`config.mk`:
```
export PLATFORM = sky130hd
export DESIGN_NAME = aes_key_sched_ctrl
export DESIGN_NICKNAME = d
export VERILOG_FILES = /design/src/rtl/aes_pkg.sv /design/src/rtl/aes_key_round.sv /design/src/rtl/aes_key_sched_ctrl.sv
export SDC_FILE = /design/constraint.sdc
export NUM_CORES = 2
export LEC_CHECK = 0
export CORE_MARGIN = 2
export CORE_UTILIZATION = 40
export CTS_CLUSTER_DIAMETER = 120
export DETAILED_ROUTE_END_ITERATION = 10
export PLACE_DENSITY_LB_ADDON = 0.12
export SETUP_SLACK_MARGIN = 0.4
export SYNTH_ARGS = -nofsm -noshare
export SYNTH_HDL_FRONTEND = slang
export SYNTH_HIERARCHICAL = 1
export SYNTH_SLANG_ARGS = --single-unit
```
`constraint.sdc`:
```
create_clock -name clk -period 27.8 [get_ports clk]
set_input_delay 2.78 -clock clk [delete_from_list [all_inputs] [get_ports clk]]
set_output_delay 2.78 -clock clk [all_outputs]
set_load 0.01 [all_outputs]
```
`src/rtl/aes_pkg.sv`:
```
// Shared AES-128 definitions for the key-schedule engine.
//   - aes_word_t / aes_block_t : big-endian-indexed word and block types
//                                (bit 0 = MSB of word 0, byte 0)
//   - key_sched_state_t        : controller states
//   - SBOX, RCON               : FIPS-197 substitution box and round constants
//   - rcon_of()                : RCON lookup that returns 0 outside rounds 1..10
package aes_pkg;

  typedef logic [0:31]  aes_word_t;
  typedef logic [0:127] aes_block_t;

  typedef enum logic [1:0] {
    IDLE,
    EXPAND,
    READY
  } key_sched_state_t;

  localparam logic [7:0] SBOX [256] = '{
    8'h63, 8'h7c, 8'h77, 8'h7b, 8'hf2, 8'h6b, 8'h6f, 8'hc5, 8'h30, 8'h01, 8'h67, 8'h2b, 8'hfe, 8'hd7, 8'hab, 8'h76,
    8'hca, 8'h82, 8'hc9, 8'h7d, 8'hfa, 8'h59, 8'h47, 8'hf0, 8'had, 8'hd4, 8'ha2, 8'haf, 8'h9c, 8'ha4, 8'h72, 8'hc0,
    8'hb7, 8'hfd, 8'h93, 8'h26, 8'h36, 8'h3f, 8'hf7, 8'hcc, 8'h34, 8'ha5, 8'he5, 8'hf1, 8'h71, 8'hd8, 8'h31, 8'h15,
    8'h04, 8'hc7, 8'h23, 8'hc3, 8'h18, 8'h96, 8'h05, 8'h9a, 8'h07, 8'h12, 8'h80, 8'he2, 8'heb, 8'h27, 8'hb2, 8'h75,
    8'h09, 8'h83, 8'h2c, 8'h1a, 8'h1b, 8'h6e, 8'h5a, 8'ha0, 8'h52, 8'h3b, 8'hd6, 8'hb3, 8'h29, 8'he3, 8'h2f, 8'h84,
    8'h53, 8'hd1, 8'h00, 8'hed, 8'h20, 8'hfc, 8'hb1, 8'h5b, 8'h6a, 8'hcb, 8'hbe, 8'h39, 8'h4a, 8'h4c, 8'h58, 8'hcf,
    8'hd0, 8'hef, 8'haa, 8'hfb, 8'h43, 8'h4d, 8'h33, 8'h85, 8'h45, 8'hf9, 8'h02, 8'h7f, 8'h50, 8'h3c, 8'h9f, 8'ha8,
    8'h51, 8'ha3, 8'h40, 8'h8f, 8'h92, 8'h9d, 8'h38, 8'hf5, 8'hbc, 8'hb6, 8'hda, 8'h21, 8'h10, 8'hff, 8'hf3, 8'hd2,
    8'hcd, 8'h0c, 8'h13, 8'hec, 8'h5f, 8'h97, 8'h44, 8'h17, 8'hc4, 8'ha7, 8'h7e, 8'h3d, 8'h64, 8'h5d, 8'h19, 8'h73,
    8'h60, 8'h81, 8'h4f, 8'hdc, 8'h22, 8'h2a, 8'h90, 8'h88, 8'h46, 8'hee, 8'hb8, 8'h14, 8'hde, 8'h5e, 8'h0b, 8'hdb,
    8'he0, 8'h32, 8'h3a, 8'h0a, 8'h49, 8'h06, 8'h24, 8'h5c, 8'hc2, 8'hd3, 8'hac, 8'h62, 8'h91, 8'h95, 8'he4, 8'h79,
    8'he7, 8'hc8, 8'h37, 8'h6d, 8'h8d, 8'hd5, 8'h4e, 8'ha9, 8'h6c, 8'h56, 8'hf4, 8'hea, 8'h65, 8'h7a, 8'hae, 8'h08,
    8'hba, 8'h78, 8'h25, 8'h2e, 8'h1c, 8'ha6, 8'hb4, 8'hc6, 8'he8, 8'hdd, 8'h74, 8'h1f, 8'h4b, 8'hbd, 8'h8b, 8'h8a,
    8'h70, 8'h3e, 8'hb5, 8'h66, 8'h48, 8'h03, 8'hf6, 8'h0e, 8'h61, 8'h35, 8'h57, 8'hb9, 8'h86, 8'hc1, 8'h1d, 8'h9e,
    8'he1, 8'hf8, 8'h98, 8'h11, 8'h69, 8'hd9, 8'h8e, 8'h94, 8'h9b, 8'h1e, 8'h87, 8'he9, 8'hce, 8'h55, 8'h28, 8'hdf,
    8'h8c, 8'ha1, 8'h89, 8'h0d, 8'hbf, 8'he6, 8'h42, 8'h68, 8'h41, 8'h99, 8'h2d, 8'h0f, 8'hb0, 8'h54, 8'hbb, 8'h16
  };

  localparam logic [7:0] RCON [1:10] = '{
    8'h01, 8'h02, 8'h04, 8'h08, 8'h10, 8'h20, 8'h40, 8'h80, 8'h1b, 8'h36
  };

  // Round counter values outside 1..10 (idle, ready) map to 0 so the
  // combinational round never indexes past the table.
  function automatic logic [7:0] rcon_of(input logic [3:0] r);
    logic [7:0] v;
    v = 8'h00;
    if (r >= 4'd1 && r <= 4'd10) v = RCON[r];
    return v;
  endfunction

endpackage

```
`src/rtl/aes_key_round.sv`:
```
// One AES-128 key-expansion step (purely combinational).
//   prev : round key r-1 (word 0 in bits 0..31, byte 0 = MSBs)
//   rcon : round constant for round r
//   next : round key r
module aes_key_round
  import aes_pkg::*;
(
  input  aes_block_t prev,
  input  logic [7:0] rcon,
  output aes_block_t next
);

  aes_word_t w0, w1, w2, w3;
  aes_word_t t;
  aes_word_t n0, n1, n2, n3;

  assign w0 = prev[0:31];
  assign w1 = prev[32:63];
  assign w2 = prev[64:95];
  assign w3 = prev[96:127];

  // RotWord moves byte 0 to the end, then SubWord; RCON only touches byte 0.
  assign t = {SBOX[w3[8:15]] ^ rcon, SBOX[w3[16:23]], SBOX[w3[24:31]], SBOX[w3[0:7]]};

  assign n0 = w0 ^ t;
  assign n1 = w1 ^ n0;
  assign n2 = w2 ^ n1;
  assign n3 = w3 ^ n2;

  assign next = {n0, n1, n2, n3};

endmodule

```
`src/rtl/aes_key_sched_ctrl.sv`:
```
// Iterative AES-128 key schedule and round-key server.
//   key_valid/key_ready/key_in : cipher key load handshake
//   flush                      : synchronous abort, invalidates all keys
//   busy / done                : expansion in progress / pulse when key 10 is written
//   rk_req/rk_idx              : round-key read request (held until ack or err)
//   rk_ack/rk_err/rk_data      : read response pulses and data
// One round key is produced per clock; reads are granted as soon as the
// requested key exists, so the cipher can start while expansion continues.
module aes_key_sched_ctrl
  import aes_pkg::*;
#(
  parameter int NUM_ROUNDS = 10,  // only 10 (AES-128) is supported
  parameter int IDX_W      = 4
) (
  input  logic             clk,
  input  logic             rst_n,
  input  logic             key_valid,
  output logic             key_ready,
  input  logic [0:127]     key_in,
  input  logic             flush,
  output logic             busy,
  output logic             done,
  input  logic             rk_req,
  input  logic [IDX_W-1:0] rk_idx,
  output logic             rk_ack,
  output logic             rk_err,
  output logic [0:127]     rk_data
);

  localparam logic [IDX_W-1:0] LAST_IDX = IDX_W'(NUM_ROUNDS);
  localparam logic [IDX_W-1:0] ONE      = IDX_W'(1);

  key_sched_state_t state;
  logic [IDX_W-1:0] cnt;    // index of the key being produced this cycle
  logic [IDX_W-1:0] avail;  // keys 0..avail-1 are valid

  aes_block_t rk_mem [0:NUM_ROUNDS];
  aes_block_t last_key;     // copy of rk_mem[cnt-1], feeds the round function
  aes_block_t next_key;
  logic [7:0] rcon_cur;
  logic       load;

  // flush wins over a simultaneous key offer.
  assign load     = key_valid && key_ready && !flush;
  assign rcon_cur = rcon_of(cnt[3:0]);

  aes_key_round u_round (
    .prev (last_key),
    .rcon (rcon_cur),
    .next (next_key)
  );

  // NOTE: the key store is plain storage with no reset; validity is tracked
  // solely by avail, so clearing it would only cost flops and reset fanout.
  always_ff @(posedge clk) begin
    if (load) begin
      rk_mem[0] <= key_in;
      last_key  <= key_in;
    end else if (state == EXPAND && !flush) begin
      rk_mem[cnt] <= next_key;
      last_key    <= next_key;
    end
  end

  // NOTE: all state here uses non-blocking assignments so every branch sees
  // the pre-edge values of avail/state, which the read-grant rule relies on.
  always_ff @(posedge clk or negedge rst_n) begin
    if (!rst_n) begin
      state     <= IDLE;
      key_ready <= 1'b1;
      busy      <= 1'b0;
      done      <= 1'b0;
      rk_ack    <= 1'b0;
      rk_err    <= 1'b0;
      rk_data   <= '0;
      cnt       <= '0;
      avail     <= '0;
    end else begin
      done   <= 1'b0;
      rk_ack <= 1'b0;
      rk_err <= 1'b0;

      if (flush) begin
        // Pending reads are dropped silently; the requester sees neither pulse.
        state     <= IDLE;
        key_ready <= 1'b1;
        busy      <= 1'b0;
        cnt       <= '0;
        avail     <= '0;
      end else begin
        if (load) begin
          // A reload from READY drops keys 1..10 at once via avail.
          state     <= EXPAND;
          key_ready <= 1'b0;
          busy      <= 1'b1;
          cnt       <= ONE;
          avail     <= ONE;
        end else if (state == EXPAND) begin
          avail <= cnt + ONE;
          if (cnt == LAST_IDX) begin
            state     <= READY;
            key_ready <= 1'b1;
            busy      <= 1'b0;
            done      <= 1'b1;
          end else begin
            cnt <= cnt + ONE;
          end
        end

        // Never serve on a load edge: the store is being replaced and the
        // old avail would expose keys of the previous cipher key.
        if (rk_req && !load) begin
          if (rk_idx > LAST_IDX) begin
            rk_err <= 1'b1;
          end else if (rk_idx < avail) begin
            rk_ack  <= 1'b1;
            rk_data <= rk_mem[rk_idx];
          end
        end
      end
    end
  end

endmodule

```
# After elaboration in Yosys (flattened, before gate mapping)
# Memory sizes are Yosys's and may differ from the RTL's. A register that Yosys moved wholly into a read port is not among the register bits.
# Index checks and enable logic that the tools add are counted.
# classes
n_reduce_logical	15
n_addsub	1
n_mux	51
n_lt_le_gt_ge	9
bitwise	12
eq_ne	3
# ops
operator	count
2-to-1 mux 128 bit	3
OR reduction 128 bit	1
bitwise XOR 32 bit	4
2-to-1 mux 8 bit	11
greater-or-equal comparator 9 bit, second input constant	4
inverter 8 -> 9 bit	4
2-to-1 mux 4 bit	8
2-to-1 mux 1 bit	25
2-to-1 mux 2 bit	4
bitwise XOR 8 bit	1
nonzero test 3 bit	2
greater-or-equal comparator 5 bit, second input constant	1
logical AND 1 bit	5
inverter 4 -> 5 bit	1
adder 4 x 1 -> 4 bit, second input constant	1
equality test 4 bit, second input constant	1
greater-or-equal comparator 4 x 1 -> 1 bit, second input constant	1
> comparator 4 bit, second input constant	1
less-or-equal comparator 4 bit, second input constant	1
less-than comparator 4 bit	1
AND reduction 2 bit	2
AND reduction 4 bit	1
logical NOT 1 bit	3
inequality test 3 bit, second input constant	1
3 further kinds	4
# totals
reg_bits	143
n_memories	6
inputBits	137
wordCells	106
ramBits	1408
romBits	8320
output_inout_bits	133
# memory_table
name	depth	width	read_ports	rd_clocked_by_memory_dff	write_ports	line	text
(name not given)	256	8	1	0	0	aes_key_round.sv:23	assign t = {SBOX[w3[8:15]] ^ rcon, SBOX[w3[16:23]], SBOX[w3[24:31]], SBOX[w3[0:7]]};
(name not given)	256	8	1	0	0	aes_key_round.sv:23	
(name not given)	256	8	1	0	0	aes_key_round.sv:23	
(name not given)	256	8	1	0	0	aes_key_round.sv:23	
rk_mem	11	128	1	1	1	aes_key_sched_ctrl.sv:37	aes_block_t rk_mem [0:NUM_ROUNDS];
(name not given)	16	8	1	0	0	aes_pkg.sv:46	if (r >= 4'd1 && r <= 4'd10) v = RCON[r];

# Longest topological paths before layout
# depth
ltp_word	12
depth_mapped	15
ltp_nobuf	12

# Cells and area by module
# The synthesis kept the hierarchy.
# by_module_without_submodules
mod	cells_each	seq_area_each_um2	instances	area_per_inst_um2
aes_key_sched_ctrl	3958	49678.9	1	67743.7
aes_key_round	2310	0.0	1	16041.6

# Worst setup path before layout
# No wires, ideal clock.
# synth_timing
kind	in2reg
start	in key_valid
end	mem rk_mem[3][0] (netlist name) (enable)
setup_slack_ns	3.212
stages	4
t_required_ns	26.503
path_buffers	1
t_arrival_ns	23.291
cell_sequence	a21oi_1 nand2_1 clkbuf_1 a2111oi_0
# synth_between
elab_chain_cells	6
# synth_lines
item	line	text
start: declaration	aes_key_sched_ctrl.sv:17	input logic key_valid,
logical AND 1 bit (*) (2 in series)	aes_key_sched_ctrl.sv:44	assign load = key_valid && key_ready && !flush;
2-to-1 mux 1 bit	aes_key_sched_ctrl.sv:56	if (load) begin
2-to-1 mux 1 bit (implied by the code)	aes_key_sched_ctrl.sv:60	rk_mem[cnt] <= next_key;
OR reduction 128 bit (no line)	--	
2-to-1 mux 4 bit (no line) or 2-to-1 mux 1 bit (tied branches)	--	
end: declaration	aes_key_sched_ctrl.sv:37	
# Mark *: on every way between the ends. The rest lies on a longest branch, timed or not.

# Worst setup path in the final report
# layout_timing
start	in flush
end	mem rk_mem[8][66] (netlist name) (enable)
# layout_between
elab_chain_cells	7
# layout_lines
item	line	text
start: declaration	aes_key_sched_ctrl.sv:20	input logic flush,
logical NOT 1 bit (*)	aes_key_sched_ctrl.sv:44, aes_key_sched_ctrl.sv:59	
logical AND 1 bit	aes_key_sched_ctrl.sv:59	end else if (state == EXPAND && !flush) begin
2-to-1 mux 1 bit	aes_key_sched_ctrl.sv:59	
2-to-1 mux 1 bit	aes_key_sched_ctrl.sv:56	
2-to-1 mux 1 bit (implied by the code)	aes_key_sched_ctrl.sv:60	
OR reduction 128 bit (no line)	--	
2-to-1 mux 4 bit (no line) or 2-to-1 mux 1 bit (tied branches)	--	
# Marked as above.

==> impl_metrics.env <==
export IMPL_outcome="complete, no violations"
export IMPL_wl_um=290000
export IMPL_startpoint="flush"
export IMPL_register_area_um2=49700
export IMPL_place_detailed_hpwl_um=178000
export IMPL_ant_nets=0
export IMPL_drc=0
export IMPL_cpMaxStageDelayCell="and4_4"
export IMPL_hold_viol=0
export IMPL_grt_pass1_wl_um=410000
export IMPL_crit_path_end_kind="flip-flop"
export IMPL_cp_start_kind="primary input"
export IMPL_worst_setup_path_type="in2reg"
export IMPL_leakage_nw=31.4
export IMPL_rr_startpoint="last_key[16]$_DFFE_PP_"
export IMPL_grt_pass1_vias=54500
export IMPL_clkSinkCount=1678
export IMPL_crit_chain="clkdlybuf4s50_1 > a21o_1 > nor2_4 > buf_4 > and4_4 > buf_4 > buf_4"
export IMPL_gr_total_overflow=0
export IMPL_synth_warnings=6
export IMPL_synthCells=6268
export IMPL_firstDrtPassIters=6
export IMPL_cts_root_buf="clkbuf_16"
export IMPL_crit_path_frequent_cell="buf_4"
export IMPL_num_rows=167
export IMPL_synth_top_area_share_pct=55.1
export IMPL_syn_avg_cell_area_um2=13.4
export IMPL_grt_usage_pct=26.6
export IMPL_syn2layout_area_growth_pct=12.2
export IMPL_cts_tree="done"
export IMPL_via_per_inst=6.03
export IMPL_cts_resized=0
export IMPL_synth_edf_count=1536
export IMPL_antenna_found_initial=13
export IMPL_hp_class="reg2reg"
export IMPL_r2r_slack_ns=22.02
export IMPL_clock_fmax_ghz=0.141
export IMPL_die_area_um2=213000
export IMPL_drive_gt1_share_pct=21.7
export IMPL_ir_drop_mv=0.0605
export IMPL_drt_iter0_markers=6255
export IMPL_netlist_area_um2=83800
export IMPL_relSlewSlack_pct=15.0
export IMPL_cp_num_cells=7
export IMPL_r2r_cells=12
export IMPL_critPathBufInv=4
export IMPL_path_max_fanout=48
export IMPL_finalPower_mw=10.9
export IMPL_worstPathRequired_ns=28.23
export IMPL_clk_path_buf_depth=3
export IMPL_port_buffers=269
export IMPL_endpoint="rk_mem[8][66]$_DFFE_PP_"
export IMPL_core_area_um2=208000
export IMPL_critPathMaxStageDelay_ns=0.86
export IMPL_drv_cap=0
export IMPL_tightest_slew_ns=1.27
export IMPL_die_width_um=462
export IMPL_maxSlewViolCount=0
export IMPL_vias=55800
export IMPL_synth_distinct_cells=110
export IMPL_path_delay_family="buffers and inverters"
export IMPL_fillers=18800
export IMPL_worstPathArrival_ns=7.52
export IMPL_min_period_over_period_pct=25.5
export IMPL_synth_top_area_cell="edfxtp_1"
export IMPL_min_period_ns=7.09
export IMPL_power_density_nw_per_um2=116
export IMPL_path_clk_slew_ns=0.06
export IMPL_finish_utilization_pct=45.3
export IMPL_clk_latency_ns=0.83
export IMPL_post_cts_buffers=0
export IMPL_synthFlopType="edfxtp_1"
export IMPL_ios=270
export IMPL_start_util_pct=40.3
export IMPL_fin_area_um2=94000
export IMPL_reg2reg_to="rk_mem[3][25]$_DFFE_PP_"
export IMPL_multi_input_area_um2=31500
export IMPL_syn_nets=6475
export IMPL_numCtsBuffers=172
export IMPL_synth_seq_cells=1678
export IMPL_rsz0062_at_grt="false"
export IMPL_h_tree_depth=4
export IMPL_gp_congestion=0.947
export IMPL_synthArstFlopShare_pct=8.46
export IMPL_ctsHoldBuffers=0
export IMPL_nets=6515
export IMPL_grt_max_degree=141
export IMPL_dieHeight_um=462
export IMPL_setup_tns_ns=0
export IMPL_post_drt_wl_per_cell_um=31.3
export IMPL_finalClockSkew_ns=0.0378
export IMPL_finalSetupViolCount=0
export IMPL_placed_area_um2=88700
export IMPL_ys_seq_area_share_pct=59.3
export IMPL_synthTopCellsByArea="edfxtp_1 (55%), mux2_2 (11%), dfrtp_1 (4.2%), nand2_1 (2.5%), o22ai_1 (2.0%)"
-- per-stage QoR --
step                      setup WS (ns)  hold slack (ns)  cells
final                             20.71            0.484   9253
after floorplan                    3.21            0.483   6268
after CTS                         20.65            0.493   9240
after global routing              20.54            0.504   9241
after global placement            19.84            0.474   8922
after detailed placement          19.78            0.479   8922
-- registers in the layout (all words and copies together) (netlist names) --
signal     count
avail          4
key_ready      1
state          2
last_key     128
rk_data      128
done           1
rk_mem      1408
cnt            4
rk_err         1
rk_ack         1
-- placed cells by master (no fill, tap or decap), types with 146 or more instances in the layout --
cell                n
o31ai_1           148
o22ai_1           270
mux2_2            807
nand2b_1          229
clkbuf_16         176
nor2_1            154
o211ai_1          178
edfxtp_1         1536
o21ai_0           146
nand2_1           550
clkdlybuf4s50_1   265
-- cell families after synthesis --
kind of cell | share of synthesized area [%]
simple gates | 7.79
fa+ha+maj | 1.05
compound gates | 11.7
flops | 59.3
buf+inv | 3.34
xor+xnor | 2.59
mux | 14.2
-- Yosys cell counts, types with 46 or more instances --
cell / instances
inv_1: 56
a31oi_1: 56
o31ai_1: 148
xnor2_1: 125
xor2_1: 63
buf_2: 164
a211oi_1: 49
nand3_1: 87
clkbuf_1: 286
edfxtp_1: 1536
mux4_2: 46
a311oi_1: 46
dfrtp_1: 141
nor3_1: 66
mux2_4: 90
mux2_2: 807
nor2_1: 159
nand2_1: 552
a21oi_1: 149
o22ai_1: 270
nor2b_1: 76
nand2b_1: 231
o21ai_0: 146
o211ai_1: 178
ha_1: 70
-- worst reg2reg max path, delay by kind of cell, from the launching register on --
kind / cells / cell delay (ns)
flip-flops: 1 / 0.34
buffers and inverters: 2 / 0.81
adder cells (fa/ha/maj): 1 / 1.01
AND/OR/NAND/NOR: 5 / 1.74
AO/OA/AOI/OAI: 2 / 0.43
XOR/XNOR: 2 / 1.05
-- metal layers --
| layer | vias up | GRT usage [%] | part of all wire [%] |
|---|---|---|---|
| li1 | 24300 | - | - |
| met2 | 2319 | 42.9 | 47 |
| met3 | 422 | 4.24 | 6.7 |
| met5 | - | 0 | 0.040 |
| met4 | 20 | 7.96 | 3.0 |
| met1 | 28700 | 36.8 | 43 |
-- worst min-delay path by stage --
stage	from	end	cells after the start
floorplan	avail[2]$_DFFE_PN0P_	avail[2]$_DFFE_PN0P_	2
global placement	rk_data[39]$_DFFE_PN0P_	rk_data[39]$_DFFE_PN0P_	1
detailed placement	rk_data[39]$_DFFE_PN0P_	rk_data[39]$_DFFE_PN0P_	1
CTS	rk_data[39]$_DFFE_PN0P_	rk_data[39]$_DFFE_PN0P_	1
global route	rk_data[95]$_DFFE_PN0P_	rk_data[95]$_DFFE_PN0P_	1
finish	rk_data[39]$_DFFE_PN0P_	rk_data[39]$_DFFE_PN0P_	1
-- final cells by class --
| type | instances | share of cell area [%] |
|---|---|---|
| flip-flops and latches | 1678 | 52.8 |
| multi-input cells | 3994 | 33.5 |
| clock buffers | 247 | 5.10 |
| repair buffers | 395 | 4.03 |
| well taps | 2788 | 3.71 |
| clock inverters | 71 | 0.540 |
| inverters | 67 | 0.267 |
| diodes | 13 | 0.0346 |
-- report_power, final --
part	total [mW]	leakage, nW	switching [mW]	internal (mW)
Sequential	3.36	15.7	0.176	3.19
Combinational	5.33	13.1	3.35	1.98
Clock	2.21	2.58	0.986	1.22
(Power assumes the default switching activity.)
